File: src/rtl/pe_tensor_mc.sv
`timescale 1ns/1ps
// Tensor PE: multiplies a KxK ifmap window by the current channel's filter, reduces the
// products and accumulates across NUM_CH channels, emitting one psum per group over valid/ready.
module pe_tensor_mc #(
    parameter int DATA_W   = 8,
    parameter int K        = 3,
    parameter int NUM_CH   = 4,
    parameter int ACC_W    = 32,
    parameter int OUT_W    = 16,
    parameter bit SATURATE = 1'b1,
    localparam int CH_W    = (NUM_CH > 1) ? $clog2(NUM_CH) : 1,
    localparam int TAPS    = K * K
) (
    input  logic                     clk,
    input  logic                     rst,
    input  logic                     wb_write_en,
    input  logic [CH_W-1:0]          wb_addr,
    input  logic [TAPS*DATA_W-1:0]   filter_in,
    input  logic                     acc_clr,
    input  logic                     in_valid,
    output logic                     in_ready,
    input  logic [TAPS*DATA_W-1:0]   ifmap,
    output logic                     out_valid,
    input  logic                     out_ready,
    output logic [OUT_W-1:0]         psum_out,
    output logic [CH_W-1:0]          ch_idx
);

    // state | meaning
    // ACCUM | accepting windows, accumulating channels
    // DRAIN | last beat accepted, waiting for it to leave stage 2
    // HOLD  | psum_out presented, waiting for out_ready
    typedef enum logic [1:0] {ACCUM, DRAIN, HOLD} state_t;

    localparam logic [CH_W-1:0] LAST_CH    = CH_W'(NUM_CH - 1);
    localparam logic [CH_W:0]   NUM_CH_EXT = (CH_W + 1)'(NUM_CH);
    localparam logic signed [ACC_W-1:0] OUT_MAX =
        $signed({{(ACC_W - OUT_W + 1){1'b0}}, {(OUT_W - 1){1'b1}}});
    localparam logic signed [ACC_W-1:0] OUT_MIN = ~OUT_MAX;

    state_t state, state_nxt;

    logic [TAPS*DATA_W-1:0] wb_mem [NUM_CH];
    logic [TAPS*DATA_W-1:0] cur_w;

    logic signed [2*DATA_W-1:0] prod_d [TAPS];
    logic signed [2*DATA_W-1:0] prod_q [TAPS];
    logic                       s1_valid, s1_first, s1_last;

    logic signed [ACC_W-1:0] tree_sum, acc_q, acc_next;
    logic [OUT_W-1:0]        psum_d;

    logic accept, clr_fire, ch_last;

    assign cur_w    = wb_mem[ch_idx];
    assign ch_last  = (ch_idx == LAST_CH);
    assign accept   = in_valid & in_ready & ~acc_clr;
    assign clr_fire = acc_clr & (state != HOLD);

    // Weight writes land at the clock edge, so a same-cycle accept still sees the old filter.
    always_ff @(posedge clk or negedge rst) begin
        if (!rst) begin
            for (int c = 0; c < NUM_CH; c++) wb_mem[c] <= '0;
        end else if (wb_write_en && ({1'b0, wb_addr} < NUM_CH_EXT)) begin
            wb_mem[wb_addr] <= filter_in;
        end
    end

    always_comb begin
        for (int i = 0; i < TAPS; i++) begin
            prod_d[i] = (2*DATA_W)'($signed(ifmap[i*DATA_W +: DATA_W]))
                      * (2*DATA_W)'($signed(cur_w[i*DATA_W +: DATA_W]));
        end
    end

    always_ff @(posedge clk or negedge rst) begin
        if (!rst) begin
            s1_valid <= 1'b0;
            s1_first <= 1'b0;
            s1_last  <= 1'b0;
            for (int i = 0; i < TAPS; i++) prod_q[i] <= '0;
        end else begin
            s1_valid <= accept;
            if (accept) begin
                s1_first <= (ch_idx == '0);
                s1_last  <= ch_last;
                for (int i = 0; i < TAPS; i++) prod_q[i] <= prod_d[i];
            end
        end
    end

    always_comb begin
        tree_sum = '0;
        for (int i = 0; i < TAPS; i++) tree_sum = tree_sum + ACC_W'(prod_q[i]);
    end

    assign acc_next = s1_first ? tree_sum : acc_q + tree_sum;

    always_comb begin
        psum_d = acc_next[OUT_W-1:0];
        if (SATURATE) begin
            if (acc_next > OUT_MAX)      psum_d = OUT_MAX[OUT_W-1:0];
            else if (acc_next < OUT_MIN) psum_d = OUT_MIN[OUT_W-1:0];
        end
    end

    always_ff @(posedge clk or negedge rst) begin
        if (!rst) begin
            state     <= ACCUM;
            ch_idx    <= '0;
            acc_q     <= '0;
            out_valid <= 1'b0;
            psum_out  <= '0;
        end else begin
            state <= state_nxt;
            if (clr_fire) begin
                ch_idx <= '0;
                acc_q  <= '0;
            end else begin
                if (accept) ch_idx <= ch_last ? '0 : ch_idx + 1'b1;
                if (s1_valid) acc_q <= acc_next;
            end
            if (s1_valid && s1_last && !clr_fire) begin
                out_valid <= 1'b1;
                psum_out  <= psum_d;
            end else if (out_valid && out_ready) begin
                out_valid <= 1'b0;
            end
        end
    end

    always_comb begin
        state_nxt = state;
        in_ready  = 1'b0;
        case (state)
            ACCUM: begin
                in_ready = rst;
                if (!clr_fire && accept && ch_last) state_nxt = DRAIN;
            end
            DRAIN: begin
                if (clr_fire)                   state_nxt = ACCUM;
                else if (s1_valid && s1_last)   state_nxt = HOLD;
            end
            HOLD: begin
                if (out_valid && out_ready) state_nxt = ACCUM;
            end
            default: state_nxt = ACCUM;
        endcase
    end

endmodule

File: config.mk
export PLATFORM = sky130hd
export DESIGN_NAME = pe_tensor_mc
export DESIGN_NICKNAME = d
export VERILOG_FILES = /design/src/rtl/pe_tensor_mc.sv
export SDC_FILE = /design/constraint.sdc
export NUM_CORES = 2
export LEC_CHECK = 0
export BUFFER_PORTS_ARGS = -buffer_cell sky130_fd_sc_hd__buf_2
export CAP_MARGIN = 20
export CORE_AREA = 3 3 373 375
export DETAILED_ROUTE_END_ITERATION = 16
export DIE_AREA = 0 0 376 378
export SYNTH_ARGS = -nofsm -noshare
export SYNTH_HDL_FRONTEND = slang
export SYNTH_SLANG_ARGS = --single-unit
File: constraint.sdc
create_clock -name clk -period 10.15 [get_ports clk]
set_input_delay 1.5225 -clock clk [delete_from_list [all_inputs] [get_ports clk]]
set_output_delay 1.5225 -clock clk [all_outputs]
set_load 0.01 [all_outputs]
After elaboration in Yosys (flattened, before gate mapping)
Index checks and enable logic that the tools add are counted.
{"block": "word_totals", "reg_bits": 488, "inputBits": 152, "out_inout_bits": 20, "wordCells": 93}
{"block": "classes", "addsub": 10, "mul": 9, "n_lt_le_gt_ge": 5, "n_eq_ne": 7, "n_mux": 22, "n_bitwise": 6, "n_reduce_logical": 13}
{"op": "288-bit bitwise mux", "count": 1}
{"op": "72-bit 2-to-1 mux", "count": 3}
{"op": "72-bit binary-select mux with 2-bit select", "count": 1}
{"op": "72-bit demux with 2-bit select", "count": 1}
{"op": "8-bit by 8-bit multiplier with 16-bit output", "count": 9}
{"op": "32-bit 2-to-1 mux", "count": 3}
{"op": "32-bit by 24-bit adder with 32-bit output", "count": 1}
{"op": "32-bit by 16-bit greater-than comparator with 1-bit output, second input constant", "count": 1}
{"op": "32-bit by 16-bit < comparator with 1-bit output, second input constant", "count": 1}
{"op": "16-bit 2-to-1 mux", "count": 2}
{"op": "23-bit by 16-bit adder with 24-bit output", "count": 1}
{"op": "22-bit by 16-bit adder with 23-bit output", "count": 1}
{"op": "21-bit by 16-bit adder with 22-bit output", "count": 1}
{"op": "20-bit by 16-bit adder with 21-bit output", "count": 1}
{"op": "19-bit by 16-bit adder with 20-bit output", "count": 1}
{"op": "18-bit by 16-bit adder with 19-bit output", "count": 1}
{"op": "17-bit by 16-bit adder with 18-bit output", "count": 1}
{"op": "16-bit by 16-bit adder with 17-bit output", "count": 1}
{"op": "2-bit 2-to-1 mux", "count": 7}
{"op": "3-bit >= comparator, second input constant", "count": 2}
{"op": "1-bit logical AND", "count": 6}
{"op": "2-bit != test, second input constant", "count": 3}
{"op": "2-bit NOT with 3-bit output", "count": 2}
{"op": "2-bit case mux with 3 select lines", "count": 1}
{"op": "12 further kinds", "count": 20}

Depth between registers and ports, before layout
{"block": "logic_depth", "depth_word": 13, "ltp_mapped": 30, "mapped_depth_nobuf": 28}

Least setup slack after synthesis
OpenSTA, ideal clock, no wires.
{"block": "synth_timing", "kind": "flip-flop to flip-flop", "from": "register prod_q[98] (netlist name)", "to": "register psum_out[11]", "setup_time_ns": 0.132, "arrival_ns": 6.915, "t_required_ns": 10.018, "path_slack_ns": 3.103, "stages_incl_launch_ff": 26, "n_path_buf": 2, "synth_period_minus_slack_ns": 7.047, "path_cell_list": "dfrtp_1 fa_1 fa_1 fa_1 fa_1 ha_1 fa_1 a21o_1 a221oi_2 o21ai_2 a21oi_2 a21oi_1 xor2_1 ha_1 clkbuf_1 nand4_1 nor2_1 inv_1 a2111oi_2 o21ai_1 mux2i_1 nor2_1 or4b_4 o32ai_4 buf_8 o22ai_2"}
{"block": "synth_between", "elab_chain_len": 12, "word_cells_on_any_way": 13, "classes_between": "add/sub (8); order compare (2); mux (3)"}
{"element": "from (decl)", "line": "47", "text": "logic signed [2*DATA_W-1:0] prod_q [TAPS];"}
{"element": "17-bit by 16-bit adder with 18-bit output *", "line": "94", "text": "for (int i = 0; i < TAPS; i++) tree_sum = tree_sum + ACC_W'(prod_q[i]);"}
{"element": "18-bit by 16-bit adder with 19-bit output *", "line": "94"}
{"element": "19-bit by 16-bit adder with 20-bit output *", "line": "94"}
{"element": "20-bit by 16-bit adder with 21-bit output *", "line": "94"}
{"element": "21-bit by 16-bit adder with 22-bit output *", "line": "94"}
{"element": "22-bit by 16-bit adder with 23-bit output *", "line": "94"}
{"element": "23-bit by 16-bit adder with 24-bit output *", "line": "94"}
{"element": "32-bit by 24-bit adder with 32-bit output", "line": "97", "text": "assign acc_next = s1_first ? tree_sum : acc_q + tree_sum;"}
{"element": "32-bit 2-to-1 mux *", "line": "97"}
{"element": "32-bit by 16-bit < comparator with 1-bit output", "line": "103", "text": "else if (acc_next < OUT_MIN) psum_d = OUT_MIN[OUT_W-1:0];"}
{"element": "16-bit 2-to-1 mux", "line": "103"}
{"element": "16-bit 2-to-1 mux *", "line": "102", "text": "if (acc_next > OUT_MAX) psum_d = OUT_MAX[OUT_W-1:0];"}
{"element": "to (signal assigned)", "line": "125", "text": "psum_out <= psum_d;"}
{"element": "to (decl)", "line": "25", "text": "output logic [OUT_W-1:0] psum_out,"}
Mark *: on every way between the ends. The rest lies on a longest branch, timed or not.
A chain may end at the register's enable or synchronous reset.

Worst setup path in the final report
{"block": "layout_timing", "from": "register prod_q[98] (netlist name)", "to": "register psum_out[0]"}
The elaborated chain is that of the path after synthesis.

==> impl_metrics.yaml <==
run_status:
  outcome: "finished clean"
logic_synthesis:
  ys_ff_latch: 488
  netlist_top_cells_count: "inv_1, fa_1, dfrtp_1"
  yosysMostFrequentCell: "inv_1"
  synth-main-ff-cell: "dfrtp_1"
  synth.largest_area_cell: "fa_1"
  synth_top_area_share_pct: 25.8
  synthArstFlopShare_pct: 100
  synth_area_leaders: "fa_1, dfrtp_1, ha_1"
  avgSynthCellArea_um2: 10.4
  yosysUniqueCellTypes: 75
  synth_edf_count: 0
  synthCells: 4549
  synth_fp_nets: 5627
  ys_warn_count: 0
  yosysSeqAreaShare_pct: 25.7
  mappedNetlistArea_um2: 47500
worst_setup_path:
  startpoint_type: "flop"
  slowest_stage: "o32ai_4"
  cp.required_ns: 10.62
  critPathTopFamily: "compound AO/OA/AOI/OAI gates"
  cpMostUsedCell: "fa_1"
  crit_chain: "fa_1 -> fa_1 -> fa_1 -> fa_1 -> ha_1 -> fa_1 -> a21o_1 -> a221oi_2 -> o21ai_2 -> a21oi_2 -> a21oi_1 -> a31oi_1 -> ha_1 -> a21oi_1 -> o21ai_0 -> a211o_1 -> a21oi_1 -> or3_1 -> o2111ai_1 -> nor4b_1 -> nand4_1 -> o32ai_4 -> o22ai_1"
  worst-path-buf-inv: 0
  worstPathMaxFanout: 15
  worstSetupPathType: "flop to flop"
  arrival_ns: 8.71
  max_stage_delay_ns: 0.82
  critPathCaptureType: "flop"
clock_tree:
  cts_buffer_depth: 3
  cts_max_level: 2
  cts_tree: "yes"
  cts_hold_buf: 0
  cts_sinks: 488
  numCtsBuffers: 58
  clkLatencyLatePin_ns: 0.66
  postCtsSetupBuffers: 0
  clkTransAtPathRegs_ns: 0.06
  cts_root_buffer: "clkbuf_16"
  cts_resized: 0
placement:
  io_buffers: 171
  dpl.hpwl_mm: 95.4
  globalplace.congestion: 0.873
die:
  initial_core_util_pct: 35.0
  fp.dieH_um: 378
  ios: 172
  rows: 135
  die-area_um2: 142000
  die_w_um: 376
  core_um2: 136000
global_route:
  grt.total_usage_pct: 17.3
  antenna_found_initial: 36
  grt_pass1_wl_mm: 193
  grt-ovfl-total: 0
  grt_pass1_vias: 34000
  grt_max_degree: 221
sta:
  drv_slew: 0
  fin_skew_ns: 0.0302
  period_minus_slack_ns: 8.25
  setup_viol: 0
  relSlewSlack_pct: 26.8
  worst_pin_slew_ns: 1.09
  tns_ns: 0
  max_freq_mhz: 121
  rsz0062_at_grt: "false"
  hold_viol_final: 0
  fin_crit_sh_pct: 81.3
worst_hold_path:
  min_path_type: "flop to flop"
route:
  wirelength_mm: 120
  drt-pass1-iter-count: 5
  ant_nets: 0
  route.vias.total: 32000
  drc: 0
  drt_first_iter_violations: 1908
  wl_per_cell_um: 18.4
  vias_per_cell: 4.91
cells_and_area:
  drive_gt1_share_pct: 14.6
  area_growth_pct: 10.1
  final_util_pct: 38.5
  fin_nets: 5753
flow_run:
  max-cap-violations: 0
## sequential cells by signal, summed over array words and instances, names as in the netlist
register   count
acc_q         32
ch_idx         2
out_valid      1
prod_q       144
psum_out      16
s1_first       1
s1_last        1
s1_valid       1
state          2
wb_mem       288
## worst register-to-register path, stage by stage, from the launching register on
cell and delay [ns]:
dfrtp_1 0.40, fa_1 0.56, fa_1 0.46, fa_1 0.59
fa_1 0.43, ha_1 0.23, fa_1 0.46, a21o_1 0.23
a221oi_2 0.44, o21ai_2 0.12, a21oi_2 0.22, a21oi_1 0.17
a31oi_1 0.29, ha_1 0.38, a21oi_1 0.37, o21ai_0 0.18
a211o_1 0.29, a21oi_1 0.41, or3_1 0.19, o2111ai_1 0.12
nor4b_1 0.31, nand4_1 0.20, o32ai_4 0.82, o22ai_1 0.21
## area by class of cell
cell class	instances	area, um2
clock inverter	25	287
timing repair buffer	195	1070
clock buffer	80	1620
antenna	18	45.0
fill	13300	83400
inverter	784	2940
sequential	488	12200
tap	1781	2230
multi-input combinational	3148	31800
## through the flow
| step | cell area (um2) | cells | setup slack, ns | hold WS (ns) |
|---|---|---|---|---|
| final | 52200 | 6519 | 1.90 | 0.474 |
| after global routing | 52200 | 6504 | 1.42 | 0.500 |
| after CTS | 52200 | 6501 | 1.92 | 0.481 |
| after detailed placement | 50300 | 6396 | 1.97 | 0.464 |
| after global placement | 50300 | 6396 | 2.14 | 0.458 |
| after floorplan | 47500 | 4549 | 3.10 | 0.446 |
## worst paths after layout
kind                             from     endpoint  slack [ns]  cells after the start
max reg2reg                prod_q[98]  psum_out[0]        1.90                     23
max                        prod_q[98]  psum_out[0]        1.90                     23
max in group asynchronous         rst  wb_mem[275]        6.47                      4
min in group asynchronous         rst   wb_mem[95]        0.76                      1
min reg2reg                   s1_last      s1_last        0.47                      2
min                           s1_last      s1_last        0.47                      2
## layout by cell type, fill, tap and decap left out, types with 24 or more instances in the layout
cell type  synthesis  layout
a21boi_0          36      35
a21o_1            30      30
a21oi_1           77      77
and2_1           338     338
buf_2              8     170
clkbuf_16          0      58
dfrtp_1          488     486
fa_1             611     611
ha_1             315     315
inv_1            784     783
mux2_2           291     291
mux2i_1           24      24
mux4_2            72      72
nand2_1          428     428
nand2b_1          73      73
nand3_1           34      33
nor2_1           167     166
nor3_1            28      28
o21ai_0          186     186
o31ai_1           32      32
xnor2_1          100     100
xor2_1            45      45
## layer usage
metal | GRT usage, % | vias to the layer above | wire length [um]
met4 | 4.00 | 16 | 2540
met2 | 28.3 | 613 | 56200
met5 | 0 | - | 109
met1 | 23.5 | 16300 | 54100
li1 | - | 14900 | -
met3 | 3.59 | 127 | 7000
## logic make-up (layout without fill, tap and decap cells)
family,count (synthesis),in the layout,synth area share (%)
XOR/XNOR,145,145,2.68
buffers and inverters,913,1084,7.27
AND/OR/NAND/NOR,1172,1172,12.3
adder cells (fa/ha/maj),926,926,34.1
flip-flops,488,488,25.7
other,0,18,0
multiplexers,387,387,10.8
AO/OA/AOI/OAI,518,518,7.15
Power is not shown: default switching activity piles up to over one toggle a cycle in this logic, so the estimate is an artifact.
